[src/rtl/cu_pkg.sv]
// Shared types and encodings for the multicycle control unit: FSM states,
// instruction classes, opcode/funct values and datapath mux select codes.
package cu_pkg;

  typedef enum logic [4:0] {
    S_RESET, S_FETCH, S_F_WAIT, S_IR_LOAD, S_DECODE,
    S_R_EXEC, S_R_WB, S_ADDI_EXEC, S_ADDI_WB,
    S_MEM_ADDR, S_LW_RD, S_LW_WAIT, S_LW_MDR, S_LW_WB, S_SW_WR,
    S_BRANCH, S_JUMP, S_RTE, S_MULT_START, S_MULT_WAIT,
    S_EXC_EPC, S_EXC_RD, S_EXC_WAIT, S_EXC_JMP
  } state_t;

  typedef enum logic [3:0] {
    C_ADD, C_SUB, C_AND, C_MULT, C_RTE, C_ADDI,
    C_LW, C_SW, C_BEQ, C_BNE, C_J, C_INVALID
  } instr_class_t;

  localparam logic [5:0] OP_RTYPE = 6'h00;
  localparam logic [5:0] OP_ADDI  = 6'h08;
  localparam logic [5:0] OP_LW    = 6'h23;
  localparam logic [5:0] OP_SW    = 6'h2B;
  localparam logic [5:0] OP_BEQ   = 6'h04;
  localparam logic [5:0] OP_BNE   = 6'h05;
  localparam logic [5:0] OP_J     = 6'h02;

  localparam logic [5:0] FN_ADD  = 6'h20;
  localparam logic [5:0] FN_SUB  = 6'h22;
  localparam logic [5:0] FN_AND  = 6'h24;
  localparam logic [5:0] FN_MULT = 6'h18;
  localparam logic [5:0] FN_RTE  = 6'h13;

  localparam logic [3:0] ALU_PASS_A = 4'd0;
  localparam logic [3:0] ALU_ADD    = 4'd1;
  localparam logic [3:0] ALU_SUB    = 4'd2;
  localparam logic [3:0] ALU_AND    = 4'd3;

  localparam logic [1:0] PC_SRC_ALUOUT = 2'd0;
  localparam logic [1:0] PC_SRC_ALUREG = 2'd1;
  localparam logic [1:0] PC_SRC_JUMP   = 2'd2;
  localparam logic [1:0] PC_SRC_EPC    = 2'd3;

  localparam logic [1:0] MEM_SRC_PC     = 2'd0;
  localparam logic [1:0] MEM_SRC_ALUREG = 2'd1;
  localparam logic [1:0] MEM_SRC_DIVM   = 2'd2;
  localparam logic [1:0] MEM_SRC_VECTOR = 2'd3;

  localparam logic [1:0] SRCA_PC  = 2'd0;
  localparam logic [1:0] SRCA_A   = 2'd1;
  localparam logic [1:0] SRCA_MEM = 2'd2;

  localparam logic [1:0] SRCB_B       = 2'd0;
  localparam logic [1:0] SRCB_FOUR    = 2'd1;
  localparam logic [1:0] SRCB_IMM     = 2'd2;
  localparam logic [1:0] SRCB_IMM_SH2 = 2'd3;

  localparam logic [1:0] WRB_RT = 2'd0;
  localparam logic [1:0] WRB_RD = 2'd1;

  localparam logic [1:0] EXC_INVALID  = 2'd0;
  localparam logic [1:0] EXC_OVERFLOW = 2'd1;
  localparam logic [1:0] EXC_DIVZERO  = 2'd2;

  function automatic logic [3:0] alu_op_for(input instr_class_t c);
    case (c)
      C_SUB:   return ALU_SUB;
      C_AND:   return ALU_AND;
      default: return ALU_ADD;
    endcase
  endfunction

endpackage

[src/rtl/cu_decode.sv]
// Combinational instruction classifier: maps IR opcode/funct onto an
// instruction class and flags anything outside the supported subset.
module cu_decode
  import cu_pkg::*;
(
  input  logic [5:0]   opcode,
  input  logic [5:0]   funct,
  output instr_class_t instr_class,
  output logic         invalid
);

  always_comb begin
    instr_class = C_INVALID;
    case (opcode)
      OP_RTYPE: begin
        case (funct)
          FN_ADD:  instr_class = C_ADD;
          FN_SUB:  instr_class = C_SUB;
          FN_AND:  instr_class = C_AND;
          FN_MULT: instr_class = C_MULT;
          FN_RTE:  instr_class = C_RTE;
          default: instr_class = C_INVALID;
        endcase
      end
      OP_ADDI: instr_class = C_ADDI;
      OP_LW:   instr_class = C_LW;
      OP_SW:   instr_class = C_SW;
      OP_BEQ:  instr_class = C_BEQ;
      OP_BNE:  instr_class = C_BNE;
      OP_J:    instr_class = C_J;
      default: instr_class = C_INVALID;
    endcase
    invalid = (instr_class == C_INVALID);
  end

endmodule

[src/rtl/control_unit.sv]
// Multicycle control FSM for the MIPS-subset datapath: sequences fetch,
// decode, execute, memory, writeback, the mult handshake and exceptions.
module control_unit
  import cu_pkg::*;
#(
  parameter int MEM_WAIT = 1
) (
  input  logic       clk,
  input  logic       reset,
  input  logic [5:0] OPCODE,
  input  logic [5:0] FUNCT,
  input  logic       ZERO,
  input  logic       OVERFLOW,
  input  logic       mult_end,
  output logic       PC_w,
  output logic       EPC_w,
  output logic       MEM_w,
  output logic       IR_w,
  output logic       RB_w,
  output logic       A_w,
  output logic       B_w,
  output logic       ALUOut_w,
  output logic       MEM_DATA_REG_w,
  output logic       HI_w,
  output logic       LO_w,
  output logic       mult_control,
  output logic [1:0] Mux_PC,
  output logic [1:0] Mux_MEM,
  output logic [1:0] Mux_EXC,
  output logic [1:0] Mux_ALUSrcA,
  output logic [1:0] Mux_ALUSrcB,
  output logic [1:0] Mux_W_RB,
  output logic [3:0] ALUOp,
  output logic [1:0] LS_control,
  output logic [1:0] SS_control
);

  localparam bit         HAS_WAIT  = (MEM_WAIT > 0);
  localparam logic [7:0] WAIT_LOAD = 8'(HAS_WAIT ? MEM_WAIT - 1 : 0);

  state_t       state;
  logic [7:0]   wait_cnt;
  logic [1:0]   exc_code;
  instr_class_t instr_class;
  logic         invalid;
  logic         arith_ovf;

  cu_decode u_decode (
    .opcode      (OPCODE),
    .funct       (FUNCT),
    .instr_class (instr_class),
    .invalid     (invalid)
  );

  // Only add/sub/addi trap on overflow; and never does.
  assign arith_ovf = OVERFLOW && (instr_class != C_AND);

  always_ff @(posedge clk or negedge reset) begin
    if (!reset) begin
      state    <= S_RESET;
      wait_cnt <= '0;
      exc_code <= '0;
    end else begin
      case (state)
        S_RESET: state <= S_FETCH;
        S_FETCH: begin
          wait_cnt <= WAIT_LOAD;
          state    <= HAS_WAIT ? S_F_WAIT : S_IR_LOAD;
        end
        S_F_WAIT:
          if (wait_cnt == 8'd0) state <= S_IR_LOAD;
          else                  wait_cnt <= wait_cnt - 8'd1;
        S_IR_LOAD: state <= S_DECODE;
        S_DECODE: begin
          if (invalid) begin
            state    <= S_EXC_EPC;
            exc_code <= EXC_INVALID;
          end else begin
            case (instr_class)
              C_ADD, C_SUB, C_AND: state <= S_R_EXEC;
              C_MULT:              state <= S_MULT_START;
              C_RTE:               state <= S_RTE;
              C_ADDI:              state <= S_ADDI_EXEC;
              C_LW, C_SW:          state <= S_MEM_ADDR;
              C_BEQ, C_BNE:        state <= S_BRANCH;
              default:             state <= S_JUMP;
            endcase
          end
        end
        S_R_EXEC, S_ADDI_EXEC: begin
          if (arith_ovf) begin
            state    <= S_EXC_EPC;
            exc_code <= EXC_OVERFLOW;
          end else begin
            state <= (state == S_R_EXEC) ? S_R_WB : S_ADDI_WB;
          end
        end
        S_MEM_ADDR: state <= (instr_class == C_LW) ? S_LW_RD : S_SW_WR;
        S_LW_RD: begin
          wait_cnt <= WAIT_LOAD;
          state    <= HAS_WAIT ? S_LW_WAIT : S_LW_MDR;
        end
        S_LW_WAIT:
          if (wait_cnt == 8'd0) state <= S_LW_MDR;
          else                  wait_cnt <= wait_cnt - 8'd1;
        S_LW_MDR:     state <= S_LW_WB;
        S_MULT_START: state <= S_MULT_WAIT;
        S_MULT_WAIT:  if (mult_end) state <= S_FETCH;
        S_EXC_EPC:    state <= S_EXC_RD;
        S_EXC_RD: begin
          wait_cnt <= WAIT_LOAD;
          state    <= HAS_WAIT ? S_EXC_WAIT : S_EXC_JMP;
        end
        S_EXC_WAIT:
          if (wait_cnt == 8'd0) state <= S_EXC_JMP;
          else                  wait_cnt <= wait_cnt - 8'd1;
        default: state <= S_FETCH;
      endcase
    end
  end

  always_comb begin
    PC_w = 1'b0; EPC_w = 1'b0; MEM_w = 1'b0; IR_w = 1'b0; RB_w = 1'b0;
    A_w = 1'b0; B_w = 1'b0; ALUOut_w = 1'b0; MEM_DATA_REG_w = 1'b0;
    HI_w = 1'b0; LO_w = 1'b0; mult_control = 1'b0;
    Mux_PC = '0; Mux_MEM = '0; Mux_EXC = '0; Mux_ALUSrcA = '0;
    Mux_ALUSrcB = '0; Mux_W_RB = '0; ALUOp = '0;
    LS_control = 2'b00; SS_control = 2'b00;
    case (state)
      S_FETCH, S_F_WAIT: Mux_MEM = MEM_SRC_PC;
      S_IR_LOAD: begin
        IR_w = 1'b1; Mux_ALUSrcA = SRCA_PC; Mux_ALUSrcB = SRCB_FOUR;
        ALUOp = ALU_ADD; PC_w = 1'b1; Mux_PC = PC_SRC_ALUOUT;
      end
      // Branch target is precomputed here while A/B are captured.
      S_DECODE: begin
        A_w = 1'b1; B_w = 1'b1; Mux_ALUSrcA = SRCA_PC;
        Mux_ALUSrcB = SRCB_IMM_SH2; ALUOp = ALU_ADD; ALUOut_w = 1'b1;
      end
      S_R_EXEC: begin
        Mux_ALUSrcA = SRCA_A; Mux_ALUSrcB = SRCB_B;
        ALUOp = alu_op_for(instr_class); ALUOut_w = 1'b1;
      end
      S_R_WB: begin RB_w = 1'b1; Mux_W_RB = WRB_RD; end
      S_ADDI_EXEC, S_MEM_ADDR: begin
        Mux_ALUSrcA = SRCA_A; Mux_ALUSrcB = SRCB_IMM;
        ALUOp = ALU_ADD; ALUOut_w = 1'b1;
      end
      S_ADDI_WB, S_LW_WB: begin RB_w = 1'b1; Mux_W_RB = WRB_RT; end
      S_LW_RD, S_LW_WAIT: Mux_MEM = MEM_SRC_ALUREG;
      S_LW_MDR: begin Mux_MEM = MEM_SRC_ALUREG; MEM_DATA_REG_w = 1'b1; end
      S_SW_WR:  begin Mux_MEM = MEM_SRC_ALUREG; MEM_w = 1'b1; end
      S_BRANCH: begin
        Mux_ALUSrcA = SRCA_A; Mux_ALUSrcB = SRCB_B; ALUOp = ALU_SUB;
        PC_w = (instr_class == C_BEQ) ? ZERO : ~ZERO;
        Mux_PC = PC_SRC_ALUREG;
      end
      S_JUMP:       begin PC_w = 1'b1; Mux_PC = PC_SRC_JUMP; end
      S_RTE:        begin PC_w = 1'b1; Mux_PC = PC_SRC_EPC; end
      S_MULT_START: mult_control = 1'b1;
      S_MULT_WAIT:  begin HI_w = mult_end; LO_w = mult_end; end
      // PC already points past the faulting word; step back by 4.
      S_EXC_EPC: begin
        Mux_ALUSrcA = SRCA_PC; Mux_ALUSrcB = SRCB_FOUR;
        ALUOp = ALU_SUB; ALUOut_w = 1'b1;
      end
      S_EXC_RD: begin EPC_w = 1'b1; Mux_MEM = MEM_SRC_VECTOR; Mux_EXC = exc_code; end
      S_EXC_WAIT: begin Mux_MEM = MEM_SRC_VECTOR; Mux_EXC = exc_code; end
      S_EXC_JMP: begin
        Mux_ALUSrcA = SRCA_MEM; ALUOp = ALU_PASS_A;
        PC_w = 1'b1; Mux_PC = PC_SRC_ALUOUT;
      end
      default: ;
    endcase
  end

endmodule

[config.mk]
export PLATFORM = sky130hd
export DESIGN_NAME = control_unit
export DESIGN_NICKNAME = d
export VERILOG_FILES = /design/src/rtl/cu_pkg.sv /design/src/rtl/cu_decode.sv /design/src/rtl/control_unit.sv
export SDC_FILE = /design/constraint.sdc
export NUM_CORES = 1
export LEC_CHECK = 0
export ABC_AREA = 0
export BUFFER_PORTS_ARGS = -buffer_cell sky130_fd_sc_hd__buf_4
export CORE_ASPECT_RATIO = 2
export CORE_MARGIN = 1.5
export CORE_UTILIZATION = 50
export DETAILED_ROUTE_END_ITERATION = 6
export GPL_TIMING_DRIVEN = 0
export PLACE_DENSITY = 0.83
export SLEW_MARGIN = 10
export SYNTH_ARGS = -nofsm -noshare
export SYNTH_HDL_FRONTEND = slang
export SYNTH_SLANG_ARGS = --single-unit
[constraint.sdc]
create_clock -name clk -period 2.5 [get_ports clk]
set_input_delay 0.125 -clock clk [delete_from_list [all_inputs] [get_ports clk]]
set_output_delay 0.125 -clock clk [all_outputs]
set_load 0.01 [all_outputs]
==> run summary, run 1 <==
GPL Wtd Cong: 0.913
First-pass GRT wire length: 7.56 mm
Reg-to-Reg End: state[1]
EDFF count, synth: 0
Initial Util: 52.6%
Largest net degree at the start of global routing: 15
Tmin final: 2280 ps
Relative slew margins: 47.8%
Root Buffer: clkbuf_8
Placed Cells incl. Taps: 340
Sequential cell area fraction in the yosys report: 19.5%
R2r worst-path depth: 8
Register bit total from synthesis: 14
R2R setup slack: 260 ps
Worst setup EP type: primary output
ANT cells: 0
Measured slew at the worst slew-check pin: 777 ps
Total gr overflow: 0
Drt via density: 5.71
Crit Path Max Fanout: 10
Cell variety after synth: 60
Routed len/inst: 13.3 um
WL final: 4.63 mm
RSZ-0062 raised after global routing: no
Mapped Area: 0.00180 mm^2
CTS sink cnt: 14
Initial antenna violation count: 0
Clock H-tree levels: 1
Final std cells w/o fill: 348
Area of the die: 0.00398 mm^2
Number of global-route vias before repair: 1858
Synth warnings: 0
Most common cell after layout, fill and taps aside: buf_4
Crit path required time: 2380 ps
Final nets: 321
Clk buf depth: 2
Core ar.: 0.00342 mm^2
Post-synth top flop: dfrtp_1
Peak supply drop: 0.268 mV
Routed vias: 1986
Worst-Skew Late Latency: 230 ps
Async set or reset register ratio after synthesis: 100%
CTS tree: done
I/O pin cnt: 49
GRT Util Overall: 24.1%
Hold Crit Class: primary input to flop
Slew Viols, Final: 0
Status: finished clean
Most frequent cells in the layout: buf_4 (53), nor2_1 (34), a21oi_1 (18)
Max Cap Viol: 0
RR Startpoint: wait_cnt[4]
Antenna Nets Post-Route: 0
Row count: 30
Mapped Cells: 246
Leak Pwr: 0.958 nW
Fin Setup TNS: 0 ps
Power per cell area: 626 mW/mm^2
Crit start category: flop
Max frequency: 0.439 GHz
First-pass detailed-route iteration total: 5
Post-synthesis area per instance: 7.30 um^2
Setup crit end: ALUOp[0]
DRC viols: 0
Die Y: 87.7 um
Worst setup path class: flop to primary output
Layout cells sized above 1: 26.0%
Initial DRC count: 56
Port Buffers: 39
Finish-stage setup viols: 0
Area growth syn-to-layout: 26.8%
Fin crit share: 91.2%
Chip width: 45.4 um
Clock skew: 0.371 ps
Hpwl dp: 3.68 mm
CP startpoint: state[0]
Final Hold Fails: 0
Reg clk slew, reported paths: 50 ps
Crit path DAT: 2150 ps
TritonCTS buffer count: 3
-- worst max-delay path: stages, from the launching register on --
cell	delay (ps)
dfrtp_1	330
clkbuf_1	250
clkbuf_1	360
clkbuf_2	300
a21oi_1	100
o22a_1	180
nor2_1	120
nor2_1	50
o21ai_0	90
buf_4	140
-- power breakdown --
part	internal, mW	total [mW]	switching, mW	leakage (nW)
sequential	0.262	0.288	0.0256	0.190
clock	0.106	0.172	0.0662	0.0216
combinational	0.382	0.965	0.583	0.747
total	0.750	1.42	0.675	0.958
-- Yosys cell counts (all sizes together) (4+ instances only) --
cell type / n / area share (%)
nor2b: 7 / 2.4
o211ai: 5 / 2.1
buf: 16 / 6.0
nand3b: 4 / 1.7
nand2b: 12 / 4.2
nand3: 4 / 1.1
o21ai: 18 / 5.0
clkbuf: 9 / 1.9
a21oi: 18 / 5.0
nor4: 9 / 3.1
nand2: 11 / 2.3
and4bb: 4 / 2.8
xnor2: 9 / 4.4
or3: 4 / 1.7
dfrtp: 14 / 20
inv: 8 / 1.7
nor3b: 4 / 2.0
nor3: 12 / 3.3
nor2: 35 / 7.7
-- final cells by class --
type                       count  area, um^2
inverter                       9        37.5
tap                           48        60.1
sequential                    14         350
clock buffer                   3        41.3
timing repair buffer          44         333
multi-input combinational    205        1310
fill                         307        1140
buffer                        25         145
-- repair_timing --
item,in CTS,in global routing
buffers inserted,0,4
hold buffers,1,0
endpoints found under the hold margin,14,0
endpoints found under the setup margin,0,6
resized for setup,0,7
-- sequential cells by signal (all words and copies together) (netlist names) --
signal / count
wait_cnt: 8
exc_code: 1
state: 5
-- worst min-delay path by stage --
stage	startpoint	end	slack, ps	cells after the start
3_3_place_gp	reset	wait_cnt[3]	-20	1
5_1_grt	OVERFLOW	state[4]	230	3
2_1_floorplan	reset	exc_code[0]	-170	0
3_5_place_dp	reset	wait_cnt[3]	-20	1
4_1_cts	OVERFLOW	state[4]	220	3
6_report	OVERFLOW	state[4]	220	3
-- kinds of logic (layout without fill, tap and decap cells) --
| kind of cell | count (synthesis) | after routing | synth area share [%] |
|---|---|---|---|
| multiplexers | 2 | 2 | 1.12 |
| XOR/XNOR | 12 | 12 | 5.85 |
| other | 1 | 8 | 0.209 |
| adder cells (fa/ha/maj) | 2 | 2 | 1.39 |
| flip-flops | 14 | 14 | 19.5 |
| buffers and inverters | 34 | 81 | 9.76 |
| AND/OR/NAND/NOR | 116 | 116 | 37.8 |
| AO/OA/AOI/OAI | 65 | 65 | 24.3 |
-- metal layers --
metal / GRT usage [%] / part of all wire [%] / vias up / wire [um]
met3: 2.06 / 3.3 / 12 / 151
li1: - / - / 985 / -
met2: 45.8 / 57 / 73 / 2640
met1: 26.0 / 37 / 916 / 1730
met4: 8.56 / 2.4 / 0 / 112
met5: 0 / 0 / - / 0
-- per-stage QoR --
step | total power, mW | worst slack (ps) | instance area, um^2 | hold slack [ps] | util, %
floorplan | 0.937 | 447 | 1820 | -171 | -
global placement | 1.22 | 88.1 | 2170 | -23.2 | 63.7
detailed placement | 1.23 | 170 | 2170 | -22.1 | 63.7
CTS | 1.41 | 26.2 | 2230 | 218 | 65.2
global route | 1.54 | 24.8 | 2280 | 230 | 66.6
finish | 1.42 | 221 | 2280 | 218 | 66.6
Note: power is estimated with default switching activity, not from simulation.
==> inputs of run 2 (changes only) <==
Settings changed: ABC_AREA 0 to 1, CORE_MARGIN 1.5 to 4.
==> run summary, run 2 <==
Worst setup path class: flop to primary output
Synth area leaders: dfrtp_1 (20%), nand2_1 (11%), nand3_1 (8.9%)
Initial DRC count: 61 (+8.9%)
CP dominant cell by count: nor2_1
Place WS: 577 ps (+407 ps)
Hold Crit Class: primary input to flop
Final std cells w/o fill: 352 (+1.1%)
Area of the die: 0.00457 mm^2 (+15%)
Top flop regs: wait_cnt: 8 flops, state: 5 flops, exc_code: 1 flops
Routed vias: 1866 (-6.0%)
Slowest stage cell, crit path: dfrtp_1
Yosys top cell area share: 20.0% (+0.52 points)
RSZ-0062 raised after global routing: no
Initial antenna violation count: 0 (unchanged)
Finish-stage setup viols: 0 (unchanged)
Most common cell after layout, fill and taps aside: buf_4
Max FFs per register: 8 (unchanged)
Post-synth top flop: dfrtp_1
Most common cell in the netlist: nand2_1
Row count: 30 (unchanged)
Number of global-route vias before repair: 1883 (+1.3%)
Total gr overflow: 0 (unchanged)
Power per cell area: 920 mW/mm^2 (+47%)
Fin crit share: 80.3% (-11 points)
Register bit total from synthesis: 14 (unchanged)
Max frequency: 0.498 GHz (+13%)
Worst setup EP type: primary output
Crit start category: flop
Peak supply drop: 0.395 mV (+47%)
Antenna Nets Post-Route: 0 (unchanged)
Core ar.: 0.00338 mm^2 (-1.1%)
I/O pin cnt: 49 (unchanged)
Filler instances: 308 (+0.33%)
Clock H-tree levels: 1 (unchanged)
TritonCTS buffer count: 3 (unchanged)
GPL Wtd Cong: 0.873 (-4.4%)
Status: finished clean
Chip width: 49.8 um (+9.8%)
Most frequent cells in the layout: buf_4 (50), nand2_1 (49), inv_1 (33)
Max Cap Viol: 0 (unchanged)
CTS sink cnt: 14 (unchanged)
DRC viols: 0 (unchanged)
Crit Path Max Fanout: 7 (-3)
Routed len/inst: 12.6 um (-4.9%)
Clk buf depth: 2 (unchanged)
CTS tree: done
Util after Layout: 64.6% (-2.1 points)
Leading area contributor after synthesis: dfrtp_1
Synth warnings: 0 (unchanged)
Cell variety after synth: 37 (-38%)
First-pass GRT wire length: 7.80 mm (+3.3%)
Post-synthesis area per instance: 6.53 um^2 (-11%)
Measured slew at the worst slew-check pin: 514 ps (-263 ps)
Final nets: 340 (+5.9%)
Synth top cells by count: nand2_1 (49), inv_1 (33), nor2_1 (32), nand3_1 (31), dfrtp_1 (14)
GRT Util Overall: 21.2% (-2.9 points)
Hpwl dp: 3.81 mm (+3.5%)
Crit path required time: 2380 ps (about the same)
Sequential cell area fraction in the yosys report: 20.0% (+0.52 points)
Tmin final: 2010 ps (-271 ps)
Largest net degree at the start of global routing: 15 (unchanged)
Die Y: 91.6 um (+4.4%)
Mapped Area: 0.00175 mm^2 (-2.6%)
Layout cells sized above 1: 33.8% (+7.8 points)
First-pass detailed-route iteration total: 4 (-1)
Fin Setup TNS: 0 ps (unchanged)
Final setup margin: 492 ps (+271 ps)
Clock skew: 5.12 ps (+4.75 ps)
Worst-Skew Late Latency: 250 ps (+20 ps)
Slew Viols, Final: 0 (unchanged)
Final Hold Fails: 0 (unchanged)
Crit path DAT: 1880 ps (-270 ps)
Reg clk slew, reported paths: 60 ps (about the same)
CP Cell Sequence: nor2_2 > nand2_1 > nor2_1 > nor2_1 > nand3_1 > buf_4
Max stage delay on crit path: 480 ps (+120 ps)
Relative slew margins: 65.6% (+18 points)
Initial Util: 51.8% (-0.79 points)
Cts repair resizes: 0 (unchanged)
Mapped Cells: 268 (+8.9%)
WL final: 4.45 mm (-3.8%)
ANT cells: 0 (unchanged)
Port Buffers: 40 (+2.6%)
Biggest register: wait_cnt
Drt via density: 5.30 (-7.1%)
Placed Cells incl. Taps: 347 (+2.1%)
EDFF count, synth: 0 (unchanged)
Leak Pwr: 1.26 nW (+31%)
Root Buffer: clkbuf_8
Async set or reset register ratio after synthesis: 100% (unchanged)
Area growth syn-to-layout: 24.7%
## run 2: changes by cell type after synthesis, moves of 10 or more
cell / change
inv_1: +25
nand3_1: +27
nand2_1: +38
o21ai_0: -12
nor2_2: +10
nand2b_1: -12
a21oi_1: -11
inv_2: +10
## run 2: what timing repair did
action | CTS | global route
endpoints found under the hold margin | 14 | 0
hold buffers | 1 | 0
setup buffers | 0 | 0
## run 2: cells by family (layout without fill, tap and decap cells)
| logic type | Yosys count | in the layout | share of synthesized area (%) |
|---|---|---|---|
| AO/OA/AOI/OAI | 25 | 25 | 10.4 |
| flip-flops | 14 | 14 | 20.0 |
| AND/OR/NAND/NOR | 167 | 167 | 51.4 |
| buffers and inverters | 55 | 100 | 14.5 |
| XOR/XNOR | 4 | 4 | 2.00 |
| adder cells (fa/ha/maj) | 2 | 2 | 1.43 |
| other | 1 | 8 | 0.214 |
## run 2: area by class of cell
class,instances,area [um^2],share of cell area (%)
well taps,32,40.0,1.84
repair buffers,41,310,14.2
multi-input cells,206,1170,53.7
inverters,44,165,7.57
plain buffers,11,88.8,4.07
flip-flops and latches,14,350,16.1
clock buffers,4,55.1,2.52
## run 2: critical path, delay by kind of cell, from the launching register on
kind | cells | cell delay (ps)
and+or+nand+nor | 5 | 1010
buffers and inverters | 1 | 130
DFF | 1 | 480
## run 2: per-stage QoR
| stage | hold WS (ps) | instance area (um^2) | total power [mW] |
|---|---|---|---|
| after global placement | -18.8 | 2120 | 1.73 |
| after floorplan | -171 | 1780 | 1.35 |
| after CTS | 200 | 2180 | 2.01 |
| after detailed placement | -18.4 | 2120 | 1.77 |
| final | 200 | 2180 | 2.01 |
| after global routing | 211 | 2180 | 2.19 |
## run 2: final timing paths
kind,from,to,slack [ps],depth (start not counted)
worst max-delay path,state[1],ALUOut_w,490,6
worst min-delay path,OVERFLOW,state[3],200,4
worst max register to register,state[1],state[2],520,9
worst min register to register,exc_code[0],exc_code[0],520,2
max in group asynchronous,reset,wait_cnt[4],2080,2
min in group asynchronous,reset,state[3],250,2
## run 2: per-layer routing
layer / share of wire, % / GRT usage [%] / vias up
li1: - / - / 952
met1: 34 / 20.0 / 849
met2: 60 / 43.1 / 52
met3: 2.9 / 2.11 / 13
met4: 2.6 / 8.78 / 0
met5: 0 / 0 / -
## run 2: power by group
| part | leakage [nW] | internal, mW | switching (mW) |
|---|---|---|---|
| Clock | 0.0288 | 0.140 | 0.0851 |
| Combinational | 1.05 | 0.545 | 0.807 |
| Sequential | 0.180 | 0.322 | 0.106 |
| Total | 1.26 | 1.01 | 0.999 |
==> inputs of run 3 (changes only) <==
Clock period 2.5 ns to 1.99 ns, I/O delays scaled along.
==> run summary, run 3 (synthesis gave the netlist of run 2 again) <==
Status: finished clean
Hold path start: OVERFLOW
Biggest register: wait_cnt
Layout cells sized above 1: 34.9% (+1.1 points)
RR Startpoint: state[4]
Port Buffers: 40 (unchanged)
CTS sink cnt: 14 (unchanged)
Worst Path Buf+Inv: 2 (+1)
Final nets: 341 (+0.29%)
CTS tree: done
Final setup margin: 158 ps (-334 ps)
Max frequency: 0.546 GHz
Most common cell after layout, fill and taps aside: buf_4
Final Cell Area: 0.00220 mm^2 (+0.98%)
Crit path DAT: 1980 ps (+100 ps)
Worst setup path class: flop to flop
Routed vias: 1859 (-0.38%)
Final hold slack: 174 ps (-26.1 ps)
Finish-stage setup viols: 0 (unchanged)
Leak Pwr: 1.26 nW (+0.25%)
Area growth syn-to-layout: 25.9%
Top flop regs: wait_cnt: 8 flops, state: 5 flops, exc_code: 1 flops
Power per cell area: 1160 mW/mm^2 (+26%)
Crit start category: flop
TritonCTS buffer count: 3 (unchanged)
R2r worst-path depth: 11 (+2)
WL final: 4.48 mm (+0.58%)
Worst-Skew Late Latency: 250 ps (about the same)
Initial DRC count: 60 (-1.6%)
R2R setup slack: 160 ps (-360 ps)
Worst setup EP type: flop
Initial antenna violation count: 0 (unchanged)
Initial Util: 51.8% (unchanged)
Util after Layout: 65.2% (+0.63 points)
Clock skew: 5.36 ps (+0.247 ps)
Slew Viols, Final: 0 (unchanged)
Clock H-tree levels: 1 (unchanged)
Core ar.: 0.00338 mm^2 (unchanged)
Drt via density: 5.27 (-0.66%)
Row count: 30 (unchanged)
Place WS: 66.7 ps (-510 ps)
Chip width: 49.8 um (unchanged)
Crit Path Max Fanout: 10 (+3)
Max Cap Viol: 0 (unchanged)
Routed len/inst: 12.7 um (+0.30%)
Hold Path Cell Cnt: 4 (unchanged)
Reg clk slew, reported paths: 60 ps (about the same)
Reg-to-Reg End: state[2]
Tmin final: 1830 ps
GRT Util Overall: 21.2% (unchanged)
Area of the die: 0.00457 mm^2 (unchanged)
Fin Setup TNS: 0 ps (unchanged)
Total gr overflow: 0 (unchanged)
Largest net degree at the start of global routing: 15 (unchanged)
Hold Crit Class: primary input to flop
Slowest stage cell, crit path: dfrtp_1
GPL Wtd Cong: 0.873 (unchanged)
I/O pin cnt: 49 (unchanged)
Top delay family on crit path: simple AND/OR/NAND/NOR gates
CP dominant cell by count: nand2_1
Worst hold endpoint: state[3]
RSZ-0062 raised after global routing: no
ANT cells: 0 (unchanged)
DRC viols: 0 (unchanged)
First-pass GRT wire length: 7.80 mm (unchanged)
Fin crit share: 92.1%
Number of global-route vias before repair: 1883 (unchanged)
First-pass detailed-route iteration total: 4 (unchanged)
CP Cell Sequence: clkbuf_8 > inv_1 > nand3_1 > nand2_1 > nor2_1 > nand3_1 > nand3b_1 > a21oi_2 > nand2_1 > nand2_1 > nand2_1
Crit path required time: 2140 ps (-240 ps)
Die Y: 91.6 um (unchanged)
Most frequent cells in the layout: buf_4 (51), nand2_1 (49), inv_1 (33)
CP startpoint: state[4]
Max FFs per register: 8 (unchanged)
Antenna Nets Post-Route: 0 (unchanged)
Hpwl dp: 3.81 mm (unchanged)
Peak supply drop: 0.500 mV (+27%)
DP Area: 0.00212 mm^2 (unchanged)
Root Buffer: clkbuf_8
Final Hold Fails: 0 (unchanged)
Clk buf depth: 2 (unchanged)
Max stage delay on crit path: 450 ps (-30 ps)
## run 3: cell count changes in the layout (fill, tap and decap cells not counted), sizes merged
cell and delta:
buf +1
## run 3: worst reg2reg max path: stages, from the launching register on
cell	delay (ps)
dfrtp_1	450
clkbuf_8	220
inv_1	110
nand3_1	120
nand2_1	80
nor2_1	180
nand3_1	90
nand3b_1	190
a21oi_2	120
nand2_1	60
nand2_1	50
nand2_1	50
## run 3: layout make-up
class,instances,area [um^2]
sequential,14,352
clock buffer,4,55.1
buffer,11,88.8
fill,306,1180
tap,32,40.0
timing repair buffer,42,318
multi-input combinational,206,1180
inverter,44,165
## run 3: worst max-delay path by stage
stage	end	slack (ps)	cells past startpoint
CTS	ALUOut_w	30	6
global route	ALUOut_w	20	7
finish	state[2]	160	11
detailed placement	state[2]	70	9
floorplan	state[2]	380	11
global placement	state[2]	40	9
## run 3: what timing repair did
action                                  CTS  global route
endpoints found under the setup margin    0             8
hold endpoints to repair                 14             0
gates resized for setup                   0             4
buffers inserted                          0             1
hold buffers                              1             0
## run 3: where the power goes
| group | leakage, nW | switching (mW) | total [mW] | internal [mW] |
|---|---|---|---|---|
| sequential | 0.179 | 0.132 | 0.539 | 0.407 |
| clock | 0.0288 | 0.108 | 0.283 | 0.176 |
| combinational | 1.05 | 1.03 | 1.73 | 0.701 |
## run 3: metal layers
metal	vias to the layer above	wire (um)	global-route usage [%]
met5	-	0	0
met4	0	108	8.78
met3	12	110	2.11
met2	42	2740	43.1
met1	848	1520	20.0
li1	957	-	-
## run 3: per-stage QoR
stage	std cells	total power, mW
after floorplan	275	1.70
after global placement	347	2.17
after detailed placement	347	2.22
after CTS	352	2.52
after global routing	353	2.78
final	353	2.55
